<file path="src/rtl/k12_nonce_collector.sv">
// k12_nonce_collector: captures per-core winning nonces and round-robins them into a show-ahead result FIFO
module k12_nonce_collector #(
  parameter int NCORE = 4,
  parameter int DEPTH = 8,
  parameter int CW = (NCORE > 1) ? $clog2(NCORE) : 1
) (
  input  logic                      clk,
  input  logic                      rst,
  input  logic                      flush,
  input  logic [NCORE-1:0]          store,
  input  logic [64*NCORE-1:0]       nonce_in,
  output logic                      out_valid,
  input  logic                      out_ready,
  output logic [63:0]               out_nonce,
  output logic [CW-1:0]             out_core,
  output logic [$clog2(DEPTH):0]    level,
  output logic [15:0]               drop_cnt
);
  localparam int AW = $clog2(DEPTH);
  logic [NCORE-1:0] pend, take, gmask;
  logic [63:0]      hold [NCORE];
  logic [63:0]      mem_n [DEPTH];
  logic [CW-1:0]    mem_c [DEPTH];
  logic [CW-1:0]    rr_ptr, g;
  logic [CW:0]      idx;
  logic [AW-1:0]    wp, rp;
  logic             gnt, pop;
  logic [16:0]      dsum;
  assign out_valid = level != '0;
  assign pop       = out_valid & out_ready;
  assign out_nonce = mem_n[rp];
  assign out_core  = mem_c[rp];
  // Search from rr_ptr, wrapping; the first pending core wins while the FIFO has room.
  always_comb begin
    gnt = 1'b0;
    g   = '0;
    idx = '0;
    for (int k = 0; k < NCORE; k++) begin
      idx = {1'b0, rr_ptr} + (CW+1)'(k);
      idx = (idx >= (CW+1)'(NCORE)) ? idx - (CW+1)'(NCORE) : idx;
      if (!gnt && pend[idx[CW-1:0]] && level < (AW+1)'(DEPTH)) begin
        gnt = 1'b1;
        g   = idx[CW-1:0];
      end
    end
  end
  // A strobe on a core being granted this cycle recaptures instead of dropping.
  always_comb begin
    dsum = {1'b0, drop_cnt};
    for (int i = 0; i < NCORE; i++) begin
      gmask[i] = gnt && (g == CW'(i));
      take[i]  = store[i] & (~pend[i] | gmask[i]);
      dsum     = dsum + 17'(store[i] & ~take[i]);
    end
  end
  always_ff @(posedge clk or negedge rst) begin
    if (!rst) begin
      pend     <= '0;
      rr_ptr   <= '0;
      wp       <= '0;
      rp       <= '0;
      level    <= '0;
      drop_cnt <= '0;
      for (int i = 0; i < NCORE; i++) hold[i] <= '0;
      for (int d = 0; d < DEPTH; d++) begin
        mem_n[d] <= '0;
        mem_c[d] <= '0;
      end
    end else if (flush) begin
      pend   <= '0;
      rr_ptr <= '0;
      wp     <= '0;
      rp     <= '0;
      level  <= '0;
    end else begin
      for (int i = 0; i < NCORE; i++)
        if (take[i]) hold[i] <= nonce_in[64*i +: 64];
      pend <= take | (pend & ~gmask);
      if (gnt) begin
        mem_n[wp] <= hold[g];
        mem_c[wp] <= g;
        wp        <= wp + 1'b1;
        rr_ptr    <= (g == CW'(NCORE-1)) ? '0 : g + 1'b1;
      end
      if (pop) rp <= rp + 1'b1;
      level    <= level + (AW+1)'(gnt) - (AW+1)'(pop);
      drop_cnt <= dsum[16] ? 16'hFFFF : dsum[15:0];
    end
  end
endmodule

</file>
<file path="config.mk">
export PLATFORM = sky130hd
export DESIGN_NAME = k12_nonce_collector
export DESIGN_NICKNAME = d
export VERILOG_FILES = /design/src/rtl/k12_nonce_collector.sv
export SDC_FILE = /design/constraint.sdc
export NUM_CORES = 1
export LEC_CHECK = 0
export BUFFER_PORTS_ARGS = -buffer_cell sky130_fd_sc_hd__buf_2
export CAP_MARGIN = 10
export CORE_AREA = 2 2 273 275
export CTS_BUF_LIST = sky130_fd_sc_hd__clkbuf_8 sky130_fd_sc_hd__clkbuf_16
export CTS_CLUSTER_SIZE = 14
export DETAILED_ROUTE_END_ITERATION = 7
export DIE_AREA = 0 0 275 277
export PLACE_DENSITY = 0.72
export SLEW_MARGIN = 30
export SYNTH_ARGS = -nofsm -noshare
export SYNTH_HDL_FRONTEND = slang
export SYNTH_SLANG_ARGS = --single-unit
</file>
<file path="constraint.sdc">
create_clock -name clk -period 7.3 [get_ports clk]
set_input_delay 0.365 -clock clk [delete_from_list [all_inputs] [get_ports clk]]
set_output_delay 0.365 -clock clk [all_outputs]
set_load 0.1 [all_outputs]
</file>
==> impl_metrics.ini <==
[setup_path]
required_ps = 7770
end_kind = register
critPathLaunch = rr_ptr[1]
critPathKind = register to register
cp-start-kind = register
r2r-start = rr_ptr[1]
worst-path-max-fanout = 18
crit_arrival_ps = 5810

[layout]
stdcell_count = 4560
syn2layout_area_growth_pct = 22.0
nNetsFinal = 3798
n_fill_cell = 5691
drive_gt1_frac = 0.281
multi_input_area_um2 = 14800
seqCellArea_um2 = 20400

[cts]
cts_buffer_depth = 3
ctsResizeCount = 0
cts.clk_slew.worst_paths_ps = 60
h-tree-depth = 3
cts.sinks = 816
cts_tree = yes
cts-root-buf = clkbuf_16
numCtsBuffers = 86
clk_latency_ps = 640

[route]
drt-total-wl_mm = 91.4
first_iter_violations = 1709
final_antenna_net_count = 0
drc = 0
viasPerCell = 5.50
dr.pass1.iters = 5
wl_per_cell_um = 20.0
dr_total_vias = 25100

[synth]
synth_top_family_by_area = multiplexers
synth-async-reset-ratio = 1.00
synthAdderAreaFrac = 0.00563
synthCells = 3002
synth-xor-area-share = 0.00385
synthSimpleGateAreaFrac = 0.0798
synth.distinct_cells = 53
synth_top_area_frac = 0.561
yosysWarnings = 0
synth_seq_cells = 816
synthTopCellsByArea = dfrtp_1 56%, mux4_2 8.2%, o21ai_0 6.5%
ys_seq_area_frac = 0.561
synth_nets = 3280
syn_area_um2 = 36400
synth.avg_cell_area_um2 = 12.1
synth-compound-area-share = 0.103
yosys.area.top_type = dfrtp_1
synth_flop_cell = dfrtp_1
yosys-mux-area-fraction = 0.214
synth_edf_count = 0

[grt]
grt_pass1_vias = 26400
grt_overflow_total = 0
grt_start_max_net_pins = 168
grt_usage = 0.242
grt_pass1_wl_mm = 145
antenna_found_initial = 5

[power]
power_w = 0.0207
vdd_drop_max_mv = 0.550
leakage_nw = 20.6
p_per_area_nw_per_um2 = 466

[sta]
rsz0062_at_grt = false
fmax_ghz = 0.187
finalClockSkew_ps = 17.6
hold_viol = 0
whs_ps = 43.7
tightest_slew_ps = 932
slew_headroom = 0.379
setup_viol = 0
finalCritPeriodShare = 0.731
tns_ps = 0
post-route-min-period_ps = 5330
slew_viol_final = 0

[place]
dp_cells = 4138
dp_hpwl_mm = 51.6
place_congestion = 0.790
io_buffers = 350

[floorplanning]
io_pins = 351
start_util = 0.495
rows = 100
core_area_um2 = 73600
fp.dieH_um = 277
die_w_um = 275
dieArea_um2 = 76200

[job]
drv_cap = 0

[worst_hold_path]
hp-start = nonce_in[255]
hold_class = input pin to register

[outcome]
run_status = finished, final reports clean
[final cells by class]
type / instances / area share
Clock buffer: 103 / 0.0537
Multi-Input combinational cell: 1943 / 0.334
Antenna cell: 2 / 0.000113
Inverter: 16 / 0.00141
Tap cell: 969 / 0.0273
Sequential cell: 816 / 0.460
Clock inverter: 54 / 0.0152
Timing Repair Buffer: 657 / 0.109
[repair_timing]
item	CTS	global route
buffers inserted	0	0
hold buffers	259	0
endpoints found under the hold margin	363	0
[worst paths after layout]
path                       slack [ps]     endpoint  cells past startpoint
setup / recovery                 1970  drop_cnt[4]                     17
hold / removal                     40     hold[63]                      2
setup reg to reg                 1970  drop_cnt[4]                     17
hold reg to reg                   470   mem_n[355]                      2
max in group asynchronous        5430    hold[115]                      5
min in group asynchronous         220    hold[148]                      2
[per-stage QoR]
stage	setup WS [ps]	cell area, um2	util
final	1970	44400	0.604
after global routing	1720	44400	0.604
after CTS	1960	44300	0.603
after detailed placement	2050	38700	0.526
after global placement	2220	38600	0.525
after floorplan	1820	36400	-
[cells by family (layout without fill, tap and decap cells)]
kind of cell	Yosys count	after routing
adders and majority gates	14	14
DFF	816	816
buffers and inverters	243	830
and+or+nand+nor	695	695
AOI/OAI and AO/OA	689	689
muxes	529	529
xor gates and xnor gates	16	16
other	0	2
[worst max-delay path: stages (launching register included)]
cell and delay (ps):
dfrtp_1 720, mux2i_1 300, o22ai_2 150, or2_0 230, o32a_2 440, ha_1 190
a21boi_0 370, nand2_1 140, fa_1 520, inv_1 50, fa_1 400, fa_1 400
nor2b_1 160, and3_1 240, and2_1 200, nand2_1 90, or3_1 370, o21ai_0 190
[power breakdown]
part / internal, W / switching [W] / leakage (nW)
logic: 0.00310 / 0.00585 / 8.57
registers: 0.00614 / 0.000944 / 10.4
clock network: 0.00283 / 0.00186 / 1.57
total: 0.0121 / 0.00865 / 20.6
[cells in the mapped netlist (5+ instances only)]
library cell	n
mux2_4	114
buf_2	45
nand4_1	5
xnor2_1	7
buf_1	12
nand2_1	561
mux2_1	6
nor3b_1	6
inv_1	14
nor2_1	22
buf_12	6
nand2b_1	68
dfrtp_1	816
mux2_2	206
buf_6	16
xor2_1	9
mux2i_1	71
a22o_1	64
o21ai_1	59
clkbuf_1	144
o21ai_0	472
mux4_2	132
ha_1	10
nand3_1	7
a21oi_1	75
[placed cells by master (no fill, tap or decap), types with 11 or more instances in the layout]
cell / Yosys / final
a21oi_1: 75 / 75
a22o_1: 64 / 64
buf_2: 45 / 349
buf_4: 4 / 35
bufinv_16: 0 / 14
clkbuf_16: 0 / 86
clkbuf_8: 0 / 17
clkinv_2: 0 / 11
dfrtp_1: 816 / 813
dlygate4sd3_1: 0 / 259
inv_1: 14 / 31
mux2_2: 206 / 206
mux2_4: 114 / 114
mux2i_1: 71 / 71
mux4_2: 132 / 132
nand2_1: 561 / 561
nand2b_1: 68 / 68
nor2_1: 22 / 22
o21ai_0: 472 / 472
o21ai_1: 59 / 59
[routing by layer]
metal,routed length [um],track usage,vias to the layer above,part of all wire
met5,27,0,-,0.00030
met4,2570,0.0829,4,0.028
met3,4080,0.0387,164,0.045
met2,45100,0.402,582,0.49
met1,39500,0.324,12700,0.43
li1,-,-,11600,-
[registers in the layout, summed over array words and instances, names as in the netlist]
name and flops:
rr_ptr 2, wp 3, mem_n 512, pend 4, level 4, rp 3, drop_cnt 16, mem_c 16
hold 256
No activity file was read; power rests on OpenSTA's default activity.
